$ cat src/rtl/shift_add_multiplier_4_bit.sv
// ---------------------------------------------------------------------------
// shift_add_multiplier_4_bit
//   Iterative 4x4 unsigned shift-and-add multiplier, 8-bit product after four
//   RUN cycles. One partial-product addition per cycle goes through a 4-bit
//   ripple-carry adder; its carry-out becomes the MSB of the shifted
//   accumulator, so the result is exact (0..225).
//
//   Ports:
//     clk      in   1  rising-edge clock
//     rst      in   1  asynchronous, active-high reset
//     start    in   1  begin a multiply (sampled only in IDLE)
//     a        in   4  multiplicand, captured on acceptance
//     b        in   4  multiplier, captured on acceptance
//     busy     out  1  high while in RUN
//     done     out  1  one-cycle pulse, product valid
//     product  out  8  result, held until the next completion
//
//   Build option:
//     APPROX_MULT_LSB_DROP_EN  when defined, the partial product for
//                              multiplier bit 0 is dropped (first iteration
//                              adds 0), giving a*(b & 4'b1110).
// ---------------------------------------------------------------------------

// 4-bit ripple-carry adder used for each partial-product addition.
//   a, b  in   4  operands
//   cin   in   1  carry in
//   sum   out  4  sum bits
//   cout  out  1  carry out
module ripple_carry_adder_4_bit (
  input  logic [3:0] a,
  input  logic [3:0] b,
  input  logic       cin,
  output logic [3:0] sum,
  output logic       cout
);
  logic [4:0] c;

  assign c[0] = cin;

  for (genvar i = 0; i < 4; i++) begin : g_fa
    assign sum[i]  = a[i] ^ b[i] ^ c[i];
    assign c[i+1]  = (a[i] & b[i]) | (c[i] & (a[i] ^ b[i]));
  end

  assign cout = c[4];
endmodule

module shift_add_multiplier_4_bit (
  input  logic       clk,
  input  logic       rst,
  input  logic       start,
  input  logic [3:0] a,
  input  logic [3:0] b,
  output logic       busy,
  output logic       done,
  output logic [7:0] product
);
  typedef enum logic [1:0] {
    IDLE = 2'd0,
    RUN  = 2'd1,
    DONE = 2'd2
  } state_t;

  state_t     state_q, state_d;
  logic [3:0] mcand_q, mcand_d;
  logic [3:0] acc_q,   acc_d;
  logic [3:0] mplr_q,  mplr_d;
  logic [1:0] cnt_q,   cnt_d;
  logic [7:0] prod_q,  prod_d;

  logic [3:0] addend;
  logic [3:0] sum;
  logic       cout;

  // Partial product selected by the current multiplier LSB.
`ifdef APPROX_MULT_LSB_DROP_EN
  // First iteration (cnt 0) corresponds to multiplier bit 0: always add 0.
  assign addend = (mplr_q[0] && (cnt_q != 2'd0)) ? mcand_q : 4'b0000;
`else
  assign addend = mplr_q[0] ? mcand_q : 4'b0000;
`endif

  ripple_carry_adder_4_bit u_adder (
    .a    (acc_q),
    .b    (addend),
    .cin  (1'b0),
    .sum  (sum),
    .cout (cout)
  );

  always_comb begin
    state_d = state_q;
    mcand_d = mcand_q;
    acc_d   = acc_q;
    mplr_d  = mplr_q;
    cnt_d   = cnt_q;
    prod_d  = prod_q;
    case (state_q)
      IDLE: begin
        if (start) begin
          mcand_d = a;
          mplr_d  = b;
          acc_d   = 4'd0;
          cnt_d   = 2'd0;
          state_d = RUN;
        end
      end
      RUN: begin
        // Shift the sum (with carry) into the accumulator; the bit falling
        // out of the accumulator enters the top of the multiplier register.
        {acc_d, mplr_d} = {cout, sum, mplr_q[3:1]};
        cnt_d           = cnt_q + 2'd1;
        if (cnt_q == 2'd3) begin
          prod_d  = {cout, sum, mplr_q[3:1]};
          state_d = DONE;
        end
      end
      DONE:    state_d = IDLE;
      default: state_d = IDLE;
    endcase
  end

  always_ff @(posedge clk or posedge rst) begin
    if (rst) begin
      state_q <= IDLE;
      mcand_q <= 4'd0;
      acc_q   <= 4'd0;
      mplr_q  <= 4'd0;
      cnt_q   <= 2'd0;
      prod_q  <= 8'h00;
    end else begin
      state_q <= state_d;
      mcand_q <= mcand_d;
      acc_q   <= acc_d;
      mplr_q  <= mplr_d;
      cnt_q   <= cnt_d;
      prod_q  <= prod_d;
    end
  end

  assign busy    = (state_q == RUN);
  assign done    = (state_q == DONE);
  assign product = prod_q;
endmodule
$ cat config.mk
export PLATFORM = sky130hd
export DESIGN_NAME = shift_add_multiplier_4_bit
export DESIGN_NICKNAME = d
export VERILOG_FILES = /design/src/rtl/shift_add_multiplier_4_bit.sv
export SDC_FILE = /design/constraint.sdc
export NUM_CORES = 1
export LEC_CHECK = 0
export ABC_AREA = 1
export CORE_ASPECT_RATIO = 0.7
export CORE_MARGIN = 2
export CORE_UTILIZATION = 50
export DETAILED_ROUTE_END_ITERATION = 12
export PLACE_DENSITY = 0.76
export SLEW_MARGIN = 10
export SYNTH_ARGS = -nofsm -noshare
export SYNTH_HDL_FRONTEND = slang
export SYNTH_SLANG_ARGS = --single-unit
$ cat constraint.sdc
create_clock -name clk -period 2.65 [get_ports clk]
set_clock_uncertainty 0.15 [all_clocks]
set_input_delay 0.265 -clock clk [delete_from_list [all_inputs] [get_ports clk]]
set_output_delay 0.265 -clock clk [all_outputs]
set_load 0.01 [all_outputs]
==> metrics.txt, run 1 <==
outcome complete, no violations; Max stage delay on crit path 450 ps; max_cap viols 0; H-tree depth 1; capture point of the worst reg-to-reg path acc_q[2]; mux share of post-synthesis cell area 0; Main synth FF type dfrtp_1; CP Max Fanout 5; Crit-path slowest cell fa_1; R2R Setup Slk 200 ps; routed len/inst around 12 µm; Synth-to-Final Area Change 22.4%; most area-consuming cells after synthesis dfrtp_1 53%, nand2_1 18%, fa_1 5.3%, o21ai_2 3.9%, nand3_1 3.5%; Seq/Total Area, Yosys 0.530; cts hold-fix bufs 0; most used routing layer in global routing met2; total track usage 0.206; Place WS between 200 and 250 ps; post-synthesis xor/xnor area fraction 0; DRC errors left 0; Site Rows 14; number of global-route vias before repair 864; global route overflow 0; Vias 879; Post-Route Utilization 0.643; EDFF count, synth 0; Core Box Area 0.00215 mm²; critical path depth in cells 8; most common cell in the synthesized netlist nand2_1; Worst EP required 2740 ps; clock buffer depth 2; crit path to acc_q[2]; Num Clock Sinks 24; Yosys Warn Count 0; CP startpoint mplr_q[0]; Worst Max-Slew Pin Slew between 500 and 600 ps; CTS tree built; Setup Fix Bufs, Post-CTS 0; Most common cell on crit path fa_1; number of port buffers 20; CP endpoint kind flip-flop; maximum vdd drop 0.582 mV; Starting Density 0.526; CP cell instances nand2_1, inv_1, ha_1, fa_1, fa_1, inv_1, fa_1, o21ai_0; Root Driver clkbuf_4; die height between 40 and 50 µm; WP data arrival 2540 ps; Lkg Pwr 0.713 nW; Max Slew Vio Count 0; area share of and/or/nand/nor cells after synthesis 0.261; async set-reset flop share out of synthesis 1.00; clk slew on worst S/H paths 120 ps; met1 Use GR 0.271; setup TNS 0 ps; FF+latch count, synth 24; post-synthesis cell area 0.00113 mm²; Post-CTS Resized 0; GP Congestion around 0.81; post-synthesis adder-cell area fraction 0.0751; # IOs 21; Synth Area per Inst 9.06 µm²; initial antenna violation count 0; Post-Synthesis Cells 125; drt pass-1 iters 4; area share of the leading cell type in the synthesized netlist 0.530; Worst Setup Path Type reg -> reg; RR Startpoint mplr_q[0]; Final setup viols 0; CP delay by family, top adder cells; FMAX 408 MHz; worst-skew pair later-pin latency 310 ps; RSZ-0062 raised after global routing no; Inst Count DP 175; most frequent cells after synthesis 55 x nand2_1, 24 x dfrtp_1, 10 x inv_1; crit share post-route 0.924; Synth Net Count 141; WP buf/inv 2; largest family of logic cells by synthesized area simple AND/OR/NAND/NOR gates; non-filler instance count after layout 179; vias per cell roughly 5; crit path time final around 2400 ps; library cells used by synthesis 16; Die ar. roughly 0.0027 mm²; largest net degree at the start of global routing 25; Antenna Nets Post-Route 0; Routed WL 2200 µm; die width 60.9 µm; Critical Path Start Type flip-flop; n_diodes 0; Slew HR 0.645; worst setup margin roughly 200 ps; global-route wire length before repair ~4000 µm; path type of the worst min-delay path in -> async; GR Util met3 0.0746; fin nets approximately 160; grt met2 use 0.331; Yosys top cell by area dfrtp_1; DR iter-0 viols 19; layout cells sized above 1 0.116; PD cells 1040 mW/mm²; worst reg2reg path depth 8; post-synthesis compound-gate area fraction 0.0652; cts bufs inserted 3; Final Hold Vio Count 0; post-detail-place hpwl around 1700 µm
-- logic make-up (layout without fill, tap and decap cells) --
logic type                 Yosys count  after routing
adders and majority gates            5              5
DFF                                 24             24
and+or+nand+nor                     70             70
buffers and inverters               15             37
AOI/OAI and AO/OA                   11             11
-- worst min-delay path: cells and delay by family --
family | cells | cell delay (ps)
buffers and inverters | 3 | 740
-- worst min path at each step --
stage               startpoint          to  slack (ps)  cells after the start
floorplan                  rst    acc_q[0]         130                      1
global placement    mcand_q[0]  mcand_q[0]         310                      2
detailed placement  product[1]  product[1]         320                      2
CTS                        rst  product[4]         140                      3
global route               rst  product[0]         170                      3
finish                     rst  product[4]         130                      3
-- registers in the layout (all words and copies together) (netlist names) --
register,count
product,8
acc_q,4
mcand_q,4
mplr_q,4
cnt_q,2
state_q,2
-- where the power goes --
group / internal, mW / leakage (nW) / switching [mW] / total (mW)
Combinational: 0.266 / 0.383 / 0.361 / 0.627
Sequential: 0.512 / 0.309 / 0.116 / 0.628
Clock: 0.0840 / 0.0210 / 0.105 / 0.189
-- placed cells by master (no fill, tap or decap), drive strengths merged --
cell type	n
buf	1
clkbuf	4
nand3	8
nor2	3
fa	3
nand2	59
clkdlybuf4s50	20
ha	2
inv	12
dfrtp	24
o21ai	11
-- layer usage --
layer	up-vias	share of wire
met4	0	0.0059
met5	-	0
met2	13	0.49
met3	2	0.041
met1	430	0.46
li1	434	-
-- cell type report --
class | count | area, µm²
sequential | 24 | 601
timing repair buffer | 21 | 208
multi-input combinational | 86 | 454
clock buffer | 4 | 36.3
tap | 32 | 40.0
inverter | 12 | 47.5
fill | 193 | 768
-- through the flow --
stage	instance area, µm²	hold slack (ps)	power (mW)
6_report	1390	132	1.44
5_1_grt	1390	166	1.58
4_1_cts	1390	138	1.46
3_3_place_gp	1350	309	1.23
3_5_place_dp	1350	321	1.27
2_1_floorplan	1130	130	1.05
Power figures use the tool's default switching activity.
==> inputs of run 2 (changes only) <==
clock period = 2.5 ns   (was 2.65 ns; I/O delays follow)
==> metrics.txt, run 2 (same netlist as run 1, synthesis figures left out) <==
outcome complete, no violations; vias per cell 4.76 (-3.2%); Filler cells 194 (+0.52%); worst-skew pair later-pin latency 310 ps (about the same); maximum vdd drop 0.656 mV (+13%); P_sw 0.600 mW (+3.1%); CTS tree built; most common cell after layout, fill and taps aside nand2_1; clock buffer depth 2 (unchanged); Final Hold Vio Count 0 (unchanged); Site Rows 14 (unchanged); FMAX 426 MHz (+4.3%); die height 43.8 µm (unchanged); Die ar. 0.00267 mm² (unchanged); Critical Path Start Type flip-flop; Final setup viols 0 (unchanged); Max Slew Vio Count 0 (unchanged); commonest cells after routing, fill and taps aside 55 x nand2_1, 24 x dfrtp_1, 20 x clkdlybuf4s50_1, 10 x inv_1, 8 x nand3_1; number of global-route vias before repair 826 (-4.4%); crit share post-route 0.939 (+0.0153); largest net degree at the start of global routing 25 (unchanged); path type of the worst min-delay path in -> async; Antenna Nets Post-Route 0 (unchanged); crit path time final 2350 ps (-100 ps); Sw Share 0.401 (-0.00223); Gate power share 0.450 (+0.016); max reg flops 8 (unchanged); worst setup margin 152 ps (-49.6 ps); max_cap viols 0 (unchanged); cts bufs inserted 3 (unchanged); Pwr Total 1.50 mW (+3.6%); Pint 0.896 mW (+4.0%); DRC errors left 0 (unchanged); clk slew on worst S/H paths 120 ps (about the same); Core Box Area 0.00215 mm² (unchanged); initial antenna violation count 0 (unchanged); CP startpoint mplr_q[0]; die width 60.9 µm (unchanged); H-tree depth 1 (unchanged); Root Driver clkbuf_4; n_diodes 0 (unchanged); WP data arrival 2440 ps (-100 ps); RR Startpoint mplr_q[0]; post-detail-place hpwl 1490 µm (-10%); total track usage 0.187 (-0.0186); CP Max Fanout 2 (-3); global-route wire length before repair 3620 µm (-7.9%); DR iter-0 viols 27 (+8); Lkg Pwr 0.716 nW (+0.41%); number of port buffers 20 (unchanged); Starting Density 0.526 (unchanged); PD cells 1080 mW/mm² (+3.5%); drt pass-1 iters 4 (unchanged); Clk pwr share 0.110 (-0.021); Place WS 120 ps (-97.0 ps); Worst EP required 2590 ps (-150 ps); Seq pwr share 0.440 (+0.005); Worst Max-Slew Pin Slew 360 ps (-172 ps); GP Congestion 0.814 (about the same); Seq. cell area 601 µm² (unchanged); layout cells sized above 1 0.122 (+0.00598); Worst Setup Path Type reg -> reg; Num Clock Sinks 24 (unchanged); worst reg2reg path depth 8 (unchanged); area occupied by multi-input gates 454 µm² (unchanged); Post-CTS Resized 0 (unchanged); fin nets 166 (+1.2%); Synth-to-Final Area Change 22.5% (about the same); CP endpoint kind flip-flop; routed len/inst 11.0 µm (-10%); global route overflow 0 (unchanged); Vias 856 (-2.6%); Routed WL 1990 µm (-9.9%); # IOs 21 (unchanged); Slew HR 0.760 (+0.115)
[run 2: cell count changes in the layout (fill, tap and decap cells not counted)]
| cell | delta |
|---|---|
| clkbuf_8 | -1 |
| buf_4 | +2 |
[run 2: power by group through the flow]
stage               sequential, mW  clock, mW  combinational, mW
CTS                          0.663      0.174              0.666
global route                 0.682      0.188              0.777
detailed placement           0.672          0              0.662
finish                       0.658      0.165              0.673
global placement             0.666          0              0.646
floorplan                    0.655          0              0.458
[run 2: area by class of cell]
type                       instances  area share
clock buffer                       3      0.0162
inverter                          12      0.0343
multi-input combinational         86       0.327
sequential                        24       0.433
tap                               32      0.0289
timing repair buffer              23       0.161
[run 2: worst paths after layout]
check / slack [ps] / endpoint
worst min-delay path: 120 / product[4]
worst max-delay path: 150 / acc_q[2]
min in group clk: 340 / mcand_q[0]
max in group asynchronous: 1850 / product[2]
worst max register to register: 150 / acc_q[2]
worst min register to register: 340 / mcand_q[1]
[run 2: worst max-delay path, stage by stage (launching register included)]
cell and delay [ps]:
dfrtp_1 400, nand2_1 70, inv_1 40, ha_1 180, fa_1 390, fa_1 370, inv_1 70, fa_1 440
o21ai_0 170
[run 2: metal layers]
metal,part of all wire,global-route usage
met1,0.47,0.261
met2,0.48,0.288
met3,0.043,0.0537
met4,0.0091,0.0522
met5,0,0
[run 2: timing repair]
action / in CTS / in global routing
setup endpoints to repair: 0 / 1
buffers inserted: 0 / 1
hold buffers: 0 / 0
[run 2: through the flow]
stage          instance area [µm²]  instances   util  setup TNS (ps)  hold slack [ps]
2_1_floorplan                 1130        125      -               0              115
3_3_place_gp                  1360        176  0.630               0              311
3_5_place_dp                  1360        176  0.630               0              311
4_1_cts                       1380        179  0.641               0              118
5_1_grt                       1390        180  0.644           -8.99              158
6_report                      1390        180  0.644               0              118
